`src/rtl/spi_pkg.sv`:
```
// Shared types and constants for the SPI peripheral.
package spi_pkg;

  typedef enum logic [1:0] {
    SPI_IDLE  = 2'd0,
    SPI_LOAD  = 2'd1,
    SPI_SHIFT = 2'd2
  } spi_periph_state_t;

  localparam logic [7:0] SPI_DEFAULT_FILL = 8'hFF;

endpackage

```
`src/rtl/spi_sync_edge.sv`:
```
// Multi-flop synchronizer with registered rise/fall detection on the synchronized value.
module spi_sync_edge #(
  parameter int unsigned SYNC_STAGES = 2,
  parameter logic        RST_VAL     = 1'b0
) (
  input  logic clk,
  input  logic rst_n,
  input  logic in,
  output logic sync,
  output logic rise,
  output logic fall
);

  logic [SYNC_STAGES-1:0] chain;
  logic                   prev;

  // Synchronizer chain, previous-value flop and registered edge pulses.
  always_ff @(posedge clk or negedge rst_n) begin
    if (!rst_n) begin
      chain <= {SYNC_STAGES{RST_VAL}};
      prev  <= RST_VAL;
      rise  <= 1'b0;
      fall  <= 1'b0;
    end else begin
      chain <= {chain[SYNC_STAGES-2:0], in};
      prev  <= chain[SYNC_STAGES-1];
      rise  <= chain[SYNC_STAGES-1] & ~prev;
      fall  <= ~chain[SYNC_STAGES-1] & prev;
    end
  end

  assign sync = chain[SYNC_STAGES-1];

endmodule

```
`src/rtl/spi_peripheral.sv`:
```
// SPI mode-0 responder: oversampled pins, 1-deep tx holding register, back-to-back words.
module spi_peripheral
  import spi_pkg::*;
#(
  parameter int unsigned            DATA_WIDTH  = 8,
  parameter int unsigned            SYNC_STAGES = 2,
  parameter logic [DATA_WIDTH-1:0]  FILL_BYTE   = DATA_WIDTH'(SPI_DEFAULT_FILL)
) (
  input  logic                  clk,
  input  logic                  rst_n,
  input  logic                  sclk,
  input  logic                  cs_n,
  input  logic                  mosi,
  output logic                  miso,
  output logic                  miso_oe,
  output logic [DATA_WIDTH-1:0] rx_data,
  output logic                  rx_valid,
  input  logic [DATA_WIDTH-1:0] tx_data,
  input  logic                  tx_valid,
  output logic                  tx_ready,
  output logic                  tx_underrun,
  output logic                  frame_active
);

  localparam int unsigned         CNT_W    = $clog2(DATA_WIDTH);
  localparam logic [CNT_W-1:0]    LAST_BIT = CNT_W'(DATA_WIDTH - 1);

  logic sclk_s, sclk_rise, sclk_fall;
  logic cs_s, cs_rise, cs_fall;
  logic mosi_s, mosi_rise, mosi_fall;
  logic unused_edges;

  spi_sync_edge #(.SYNC_STAGES(SYNC_STAGES), .RST_VAL(1'b0)) u_sclk_sync (
    .clk(clk), .rst_n(rst_n), .in(sclk), .sync(sclk_s), .rise(sclk_rise), .fall(sclk_fall)
  );

  spi_sync_edge #(.SYNC_STAGES(SYNC_STAGES), .RST_VAL(1'b1)) u_cs_sync (
    .clk(clk), .rst_n(rst_n), .in(cs_n), .sync(cs_s), .rise(cs_rise), .fall(cs_fall)
  );

  spi_sync_edge #(.SYNC_STAGES(SYNC_STAGES), .RST_VAL(1'b0)) u_mosi_sync (
    .clk(clk), .rst_n(rst_n), .in(mosi), .sync(mosi_s), .rise(mosi_rise), .fall(mosi_fall)
  );

  assign unused_edges = ^{sclk_s, mosi_rise, mosi_fall};

  spi_periph_state_t     state_q, state_n;
  logic [DATA_WIDTH-1:0] tx_shift_q, tx_shift_n;
  logic [DATA_WIDTH-1:0] rx_shift_q, rx_shift_n;
  logic [DATA_WIDTH-1:0] hold_q, hold_n;
  logic [CNT_W-1:0]      bit_cnt_q, bit_cnt_n;
  logic                  reload_q, reload_n;
  logic                  miso_n, miso_oe_n, rx_valid_n, tx_ready_n, tx_underrun_n, frame_active_n;
  logic [DATA_WIDTH-1:0] rx_data_n;
  logic [DATA_WIDTH-1:0] load_word;
  logic [DATA_WIDTH-1:0] rx_word;
  logic                  do_load;

  // Word for the next load: holding register if full, otherwise the fill pattern.
  assign load_word = tx_ready ? FILL_BYTE : hold_q;
  assign rx_word   = {rx_shift_q[DATA_WIDTH-2:0], mosi_s};

  // State and datapath registers.
  always_ff @(posedge clk or negedge rst_n) begin
    if (!rst_n) begin
      state_q      <= SPI_IDLE;
      tx_shift_q   <= '0;
      rx_shift_q   <= '0;
      hold_q       <= '0;
      bit_cnt_q    <= '0;
      reload_q     <= 1'b0;
      miso         <= 1'b0;
      miso_oe      <= 1'b0;
      rx_data      <= '0;
      rx_valid     <= 1'b0;
      tx_ready     <= 1'b1;
      tx_underrun  <= 1'b0;
      frame_active <= 1'b0;
    end else begin
      state_q      <= state_n;
      tx_shift_q   <= tx_shift_n;
      rx_shift_q   <= rx_shift_n;
      hold_q       <= hold_n;
      bit_cnt_q    <= bit_cnt_n;
      reload_q     <= reload_n;
      miso         <= miso_n;
      miso_oe      <= miso_oe_n;
      rx_data      <= rx_data_n;
      rx_valid     <= rx_valid_n;
      tx_ready     <= tx_ready_n;
      tx_underrun  <= tx_underrun_n;
      frame_active <= frame_active_n;
    end
  end

  // Next-state, shift, load and holding-register logic.
  always_comb begin
    state_n        = state_q;
    tx_shift_n     = tx_shift_q;
    rx_shift_n     = rx_shift_q;
    hold_n         = hold_q;
    bit_cnt_n      = bit_cnt_q;
    reload_n       = reload_q;
    miso_n         = miso;
    miso_oe_n      = miso_oe;
    rx_data_n      = rx_data;
    rx_valid_n     = 1'b0;
    tx_ready_n     = tx_ready;
    tx_underrun_n  = 1'b0;
    frame_active_n = frame_active;
    do_load        = 1'b0;

    case (state_q)
      SPI_IDLE: begin
        if (cs_fall) state_n = SPI_LOAD;
      end
      SPI_LOAD: begin
        if (cs_s) begin
          // Select already released again: abandon the frame without consuming data.
          state_n = SPI_IDLE;
        end else begin
          do_load        = 1'b1;
          bit_cnt_n      = '0;
          reload_n       = 1'b0;
          miso_oe_n      = 1'b1;
          frame_active_n = 1'b1;
          state_n        = SPI_SHIFT;
        end
      end
      SPI_SHIFT: begin
        if (sclk_rise) begin
          rx_shift_n = rx_word;
          if (bit_cnt_q == LAST_BIT) begin
            rx_data_n  = rx_word;
            rx_valid_n = 1'b1;
            bit_cnt_n  = '0;
            reload_n   = 1'b1;
          end else begin
            bit_cnt_n = bit_cnt_q + CNT_W'(1);
          end
        end
        // Deselect wins over any SCLK fall; a word completing this cycle is kept.
        if (cs_rise) begin
          state_n        = SPI_IDLE;
          bit_cnt_n      = '0;
          reload_n       = 1'b0;
          miso_n         = 1'b0;
          miso_oe_n      = 1'b0;
          frame_active_n = 1'b0;
        end else if (sclk_fall) begin
          if (reload_q) begin
            do_load  = 1'b1;
            reload_n = 1'b0;
          end else begin
            tx_shift_n = {tx_shift_q[DATA_WIDTH-2:0], 1'b0};
            miso_n     = tx_shift_q[DATA_WIDTH-2];
          end
        end
      end
      default: state_n = SPI_IDLE;
    endcase

    // Load sees the pre-write holding register; a same-cycle write is kept for the next word.
    if (do_load) begin
      tx_shift_n    = load_word;
      miso_n        = load_word[DATA_WIDTH-1];
      tx_underrun_n = tx_ready;
      tx_ready_n    = 1'b1;
    end
    if (tx_valid && tx_ready) begin
      hold_n     = tx_data;
      tx_ready_n = 1'b0;
    end
  end

endmodule

```
`config.mk`:
```
export PLATFORM = sky130hd
export DESIGN_NAME = spi_peripheral
export DESIGN_NICKNAME = d
export VERILOG_FILES = /design/src/rtl/spi_pkg.sv /design/src/rtl/spi_sync_edge.sv /design/src/rtl/spi_peripheral.sv
export SDC_FILE = /design/constraint.sdc
export NUM_CORES = 1
export LEC_CHECK = 0
export ABC_AREA = 1
export CAP_MARGIN = 0
export CORE_MARGIN = 5
export CORE_UTILIZATION = 40
export CTS_CLUSTER_SIZE = 25
export DETAILED_ROUTE_END_ITERATION = 12
export HOLD_SLACK_MARGIN = 0.03
export REMOVE_ABC_BUFFERS = 1
export SYNTH_ARGS = -nofsm -noshare
export SYNTH_HDL_FRONTEND = slang
export SYNTH_SLANG_ARGS = --single-unit
```
`constraint.sdc`:
```
create_clock -name clk -period 2.05 [get_ports clk]
set_clock_uncertainty 0.1 [all_clocks]
set_input_delay 0.205 -clock clk [delete_from_list [all_inputs] [get_ports clk]]
set_output_delay 0.205 -clock clk [all_outputs]
set_load 0.05 [all_outputs]
```
==> results.sh, run 1 <==
export IMPL_rr_endpoint="tx_shift_q[6]"
export IMPL_synth_edf_count=0
export IMPL_max_cap_violations=0
export IMPL_powerDensity_nw_per_um2=1164
export IMPL_crit_reg2reg_launch="state_q[0]"
export IMPL_run_status="complete, no violations"
export IMPL_h_tree_depth=2
export IMPL_post_cts_repair_setup_buffers=0
export IMPL_dr_pass1_iters=4
export IMPL_cpPeakStageDelay_ns=0.81
export IMPL_grt_max_degree=54
export IMPL_die_x_um=84.47
export IMPL_ios=28
export IMPL_insertion_delay_ns=0.31
export IMPL_ys_seq_area_frac=0.6001
export IMPL_route_vias_total=1459
export IMPL_synth_top_area_share=0.5527
export IMPL_yosys_warnings=0
export IMPL_syn_area_um2=2218
export IMPL_fillCellCount=517
export IMPL_syn_instance_count=225
export IMPL_setup_violations=0
export IMPL_holdPathStages=1
export IMPL_worst_ep_arrival_time_ns=1.51
export IMPL_ctsResizeCount=0
export IMPL_rows=27
export IMPL_tns_ns=0
export IMPL_period_share=0.8866
export IMPL_antenna_found_initial=0
export IMPL_overflow=0
export IMPL_syn_to_final_growth_pct=20.47
export IMPL_wl_um=3669
export IMPL_wl_per_cell_um=11.15
export IMPL_nets=275
export IMPL_drive_gt1_frac=0.1362
export IMPL_crit_type="flop to output port"
export IMPL_critical_path_buf_inv_count=1
export IMPL_drc_errors=0
export IMPL_io_buffers=27
export IMPL_clockBufferDepth=2
export IMPL_core_um2=5439
export IMPL_max_freq_mhz=550.2
export IMPL_r2r_cells=9
export IMPL_hold_violations=0
export IMPL_slowest_stage="clkdlybuf4s50_1"
export IMPL_cts_root_buffer="clkbuf_8"
export IMPL_seqPwrFrac=0.453
export IMPL_cts_tree="yes"
export IMPL_p_sw_mw=1.063
export IMPL_diodes=0
export IMPL_crit_family="buffers and inverters"
export IMPL_power_leakage_nw=1.282
export IMPL_die_area_um2=7135
export IMPL_synth_common_cells="dfrtp_1 (49), nand2_1 (42), inv_1 (31)"
export IMPL_ys_types=24
export IMPL_dp_slack_ns=0.3047
export IMPL_grtUsageTotal=0.1188
export IMPL_crit_chain="clkdlybuf4s50_1"
export IMPL_slew_headroom=0.5537
export IMPL_grt_pass1_wl_um=6782
export IMPL_power_mw=3.110
export IMPL_tightest_slew_ns=0.6694
export IMPL_yosys_area_top_type="dfrtp_1"
export IMPL_period_minus_slack_ns=1.817
export IMPL_synth_most_common_cell="dfrtp_1"
export IMPL_hold_path_class="input port to flop"
export IMPL_fp_dieH_um=84.47
export IMPL_ant_nets=0
export IMPL_rsz0062_at_grt="false"
export IMPL_grt_pass1_vias=1487
export IMPL_ys_flop_type="dfrtp_1"
export IMPL_async_flop_share=1.000
export IMPL_combPwrFrac=0.310
export IMPL_p_int_mw=2.046
export IMPL_clock_sinks=53
export IMPL_avgSynthCellArea_um2=9.859
export IMPL_clkSlewWorstSetupHoldPaths_ns=0.09
export IMPL_cts_buffers=5
export IMPL_switching_share=0.3420
export IMPL_ir_worst_vdd_mv=0.5851
export IMPL_pwr_share_clk=0.237
export IMPL_min_from="cs_n"
export IMPL_required_ns=1.75
export IMPL_hpwl_um=2534
export IMPL_synth_area_top_cells="dfrtp_1 (55%), nand2_1 (7.1%), inv_1 (5.2%)"
export IMPL_end_kind="output port"
export IMPL_drt_vias_per_instance=4.435
export IMPL_startpoint_type="flop"
export IMPL_drt_iter0_drc=74
export IMPL_crit_fanout=3
export IMPL_routabilityCongestion=0.7467
export IMPL_setup_ws_ns=0.2325
export IMPL_ys_ff_latch=53
export IMPL_start_util=0.4079
export IMPL_min_to="u_cs_sync.chain[0]"
export IMPL_r2r_setup_slack_ns=0.29
export IMPL_final_max_slew_viol_count=0
[power groups by stage]
| stage | combinational (mW) | sequential, mW | clock [mW] |
|---|---|---|---|
| 6_report | 0.963 | 1.41 | 0.737 |
| 5_1_grt | 1.10 | 1.45 | 0.808 |
| 4_1_cts | 0.973 | 1.41 | 0.774 |
| 3_3_place_gp | 0.961 | 1.43 | 0 |
| 3_5_place_dp | 0.971 | 1.43 | 0 |
| 2_1_floorplan | 0.574 | 1.54 | 0 |
[what timing repair did]
item | CTS | global route
endpoints found under the setup margin | 0 | 0
hold endpoints to repair | 49 | 0
hold buffers | 1 | 0
[worst max-delay path by stage]
stage,from,endpoint,depth (start not counted)
after floorplan,state_q[0],rx_data[1],7
after global placement,state_q[0],tx_shift_q[6],9
after detailed placement,state_q[0],tx_shift_q[6],9
after CTS,frame_active,miso_oe,1
after global routing,state_q[0],tx_shift_q[6],9
final,frame_active,miso_oe,1
[layer usage]
metal  track usage  routed length [um]
met1        0.1640                1921
met2        0.1679                1476
met4       0.06187                  91
met3       0.03631                 178
met5             0                   0
[per-stage QoR]
step | cell area (um2) | utilization | hold WS [ns] | std cells
floorplan | 2168 | - | -0.1906 | 218
global placement | 2544 | 0.4677 | 0.2325 | 320
detailed placement | 2544 | 0.4677 | 0.2347 | 320
CTS | 2673 | 0.4914 | 0.1911 | 329
global route | 2673 | 0.4914 | 0.1864 | 329
finish | 2673 | 0.4914 | 0.2000 | 329
[cells by family after synthesis]
kind of cell | count (synthesis) | share of synthesized area
flops | 53 | 0.6001
compound gates | 28 | 0.06599
mux | 6 | 0.03045
simple gates | 94 | 0.1985
fa+ha+maj | 5 | 0.02820
buf+inv | 39 | 0.07670
[final cells by class]
type                            instances  area (um2)  share of cell area
Timing Repair Buffer                   31       295.3              0.1105
Clock buffer                            5       68.82             0.02575
Multi-Input combinational cell        133       716.9              0.2683
Clock inverter                          3       50.05             0.01873
Tap cell                               72       90.09             0.03371
Sequential cell                        53        1331              0.4981
Inverter                               32       120.1             0.04494
[state kept, by name, indices dropped and copies added, names as in the netlist, 2 cells and up]
signal             cells
rx_data                8
bit_cnt_q              3
tx_shift_q             7
hold_q                 8
rx_shift_q             7
u_sclk_sync.chain      2
state_q                2
u_cs_sync.chain        2
u_mosi_sync.chain      2
[layout by cell type, fill, tap and decap left out]
cell type	instances
inv_1	31
dlygate4sd3_1	1
buf_4	4
nand2_1	42
clkdlybuf4s50_1	25
nand4_1	2
or2_2	5
dfrtp_1	49
buf_2	1
a21boi_0	1
bufinv_16	1
o21ai_1	1
nand3_2	1
clkbuf_8	5
inv_2	1
o22ai_1	1
o21ai_0	18
dfstp_2	4
clkinv_4	1
ha_1	5
inv_8	1
nand2_4	3
o21bai_1	1
nor2_1	18
nand3_1	21
a21oi_1	6
nor2_4	2
mux2_2	6
No activity file was read; power rests on OpenSTA's default activity.
==> run 2: changes to the inputs <==
Settings changed: CTS_CLUSTER_SIZE 25 to 28.
==> results of run 2 <==
No change in the layout: final DEF, timing and power equal those of run 1.
==> run 3: changes to the inputs <==
--- a/config.mk
+++ b/config.mk
@@ -13,2 +13,3 @@
 export DETAILED_ROUTE_END_ITERATION = 12
+export GPL_ROUTABILITY_DRIVEN = 0
 export HOLD_SLACK_MARGIN = 0.03
==> constraint.sdc (replaced) <==
create_clock -name clk -period 2.05 [get_ports clk]
set_clock_uncertainty 0.1 [all_clocks]
set_input_delay 0.41 -clock clk [delete_from_list [all_inputs] [get_ports clk]]
set_output_delay 0.41 -clock clk [all_outputs]
set_load 0.05 [all_outputs]
==> run 3 against run 2 <==
- global-route usage shrank 0.47 points
- worst setup slack lost 0.17 ns
- critical path depth is the same
- cell area is essentially flat
- cell count grew 0.30%
- core utilization is essentially flat
- critical path type unchanged
==> results.sh, run 3 (synthesis gave the netlist of run 1 again) <==
export IMPL_run_status="complete, no violations"
export IMPL_required_ns=1.54
export IMPL_ir_worst_vdd_mv=0.5746
export IMPL_combPwrFrac=0.320
export IMPL_insertion_delay_ns=0.31
export IMPL_seqPwrFrac=0.471
export IMPL_dp_slack_ns=0.2978
export IMPL_clock_sinks=53
export IMPL_cts_tree="yes"
export IMPL_fp_dieH_um=84.47
export IMPL_powerDensity_nw_per_um2=1123
export IMPL_wl_per_cell_um=10.94
export IMPL_diodes=0
export IMPL_syn_to_final_growth_pct=20.42
export IMPL_dr_pass1_iters=4
export IMPL_fillCellCount=527
export IMPL_switching_share=0.3509
export IMPL_final_core_util=0.4911
export IMPL_io_buffers=27
export IMPL_rr_endpoint="tx_shift_q[6]"
export IMPL_period_minus_slack_ns=1.987
export IMPL_clkSlewWorstSetupHoldPaths_ns=0.10
export IMPL_die_area_um2=7135
export IMPL_setup_ws_ns=0.06337
export IMPL_pwr_share_clk=0.209
export IMPL_min_to="u_sclk_sync.chain[1]"
export IMPL_power_leakage_nw=1.323
export IMPL_tns_ns=0
export IMPL_rows=27
export IMPL_crit_fanout=2
export IMPL_cpPeakStageDelay_ns=0.81
export IMPL_register_area_um2=1331
export IMPL_startpoint_type="flop"
export IMPL_max_freq_mhz=503.4
export IMPL_final_max_slew_viol_count=0
export IMPL_hold_violations=0
export IMPL_post_cts_repair_setup_buffers=0
export IMPL_ios=28
export IMPL_slowest_stage="clkdlybuf4s50_1"
export IMPL_h_tree_depth=2
export IMPL_drt_vias_per_instance=4.424
export IMPL_hpwl_um=2499
export IMPL_p_int_mw=1.948
export IMPL_r2r_setup_slack_ns=0.29
export IMPL_mostFrequentLayoutCell="dfrtp_1"
export IMPL_slew_headroom=0.6633
export IMPL_max_cap_violations=0
export IMPL_p_sw_mw=1.053
export IMPL_overflow=0
export IMPL_cts_root_buffer="clkbuf_8"
export IMPL_tightest_slew_ns=0.5043
export IMPL_drc_errors=0
export IMPL_die_x_um=84.47
export IMPL_crit_reg2reg_launch="state_q[0]"
export IMPL_mostFrequentLayoutCells="dfrtp_1 (49), nand2_1 (42), inv_1 (31)"
export IMPL_worst_ep_arrival_time_ns=1.48
export IMPL_crit_chain="clkdlybuf4s50_1"
export IMPL_largestRegisters="hold_q x8, rx_data x8"
export IMPL_nets=276
export IMPL_r2r_cells=9
export IMPL_grtUsageTotal=0.1142
export IMPL_cts_buffers=5
export IMPL_min_from="u_sclk_sync.chain[0]"
export IMPL_holdPathStages=0
export IMPL_wl_um=3609
export IMPL_critical_path_buf_inv_count=1
export IMPL_start_util=0.4079
export IMPL_antenna_found_initial=0
export IMPL_drt_iter0_drc=50
export IMPL_setup_violations=0
export IMPL_multi_input_area_um2=716.9
export IMPL_crit_family="buffers and inverters"
export IMPL_clockBufferDepth=2
export IMPL_rsz0062_at_grt="false"
export IMPL_end_kind="output port"
export IMPL_route_vias_total=1460
export IMPL_grt_pass1_vias=1423
export IMPL_period_share=0.9691
export IMPL_crit_type="flop to output port"
export IMPL_hold_path_class="flop to flop"
export IMPL_grt_max_degree=54
export IMPL_ant_nets=0
export IMPL_grt_pass1_wl_um=6520
export IMPL_core_um2=5439
export IMPL_drive_gt1_frac=0.1512
==> run 3: power by group through the flow <==
| stage | combinational (mW) | sequential, mW | clock (mW) |
|---|---|---|---|
| finish | 0.961 | 1.41 | 0.626 |
| global route | 1.09 | 1.45 | 0.707 |
| CTS | 0.977 | 1.42 | 0.662 |
| detailed placement | 0.976 | 1.44 | 0 |
| global placement | 0.957 | 1.43 | 0 |
| floorplan | 0.574 | 1.54 | 0 |
==> run 3: per-stage QoR <==
step	power [mW]	std cells	hold WS, ns	instance area (um2)
2_1_floorplan	2.117	218	0.01441	2168
3_3_place_gp	2.389	321	0.2331	2556
3_5_place_dp	2.411	321	0.2355	2556
4_1_cts	3.055	330	0.2602	2666
5_1_grt	3.244	330	0.2704	2671
6_report	3.001	330	0.2573	2671
==> run 3: final cells by class <==
type	count	area share
Sequential cell	53	0.4984
Clock inverter	2	0.006557
Timing Repair Buffer	32	0.1171
Inverter	32	0.04496
Tap cell	72	0.03372
Clock buffer	6	0.03091
Multi-Input combinational cell	133	0.2684
==> run 3: layer usage <==
layer  track usage  share of wire
met1        0.1623           0.51
met2        0.1593           0.43
met3       0.03827          0.045
met4       0.04748          0.013
met5             0              0
==> run 3: worst max path at each step <==
stage,startpoint,to,slack [ns],cells after the start
5_1_grt,rx_data[4],rx_data[4],0.006,1
3_3_place_gp,tx_valid,hold_q[3],0.32,3
4_1_cts,rx_data[1],rx_data[1],0.04,1
2_1_floorplan,state_q[0],rx_data[1],0.48,7
6_report,rx_data[7],rx_data[7],0.06,1
3_5_place_dp,state_q[0],tx_shift_q[6],0.30,9
==> run 3: what timing repair did <==
action | CTS | global route
hold buffers | 1 | 0
resized for setup | 0 | 2
hold endpoints to repair | 49 | 0
endpoints found under the setup margin | 0 | 2
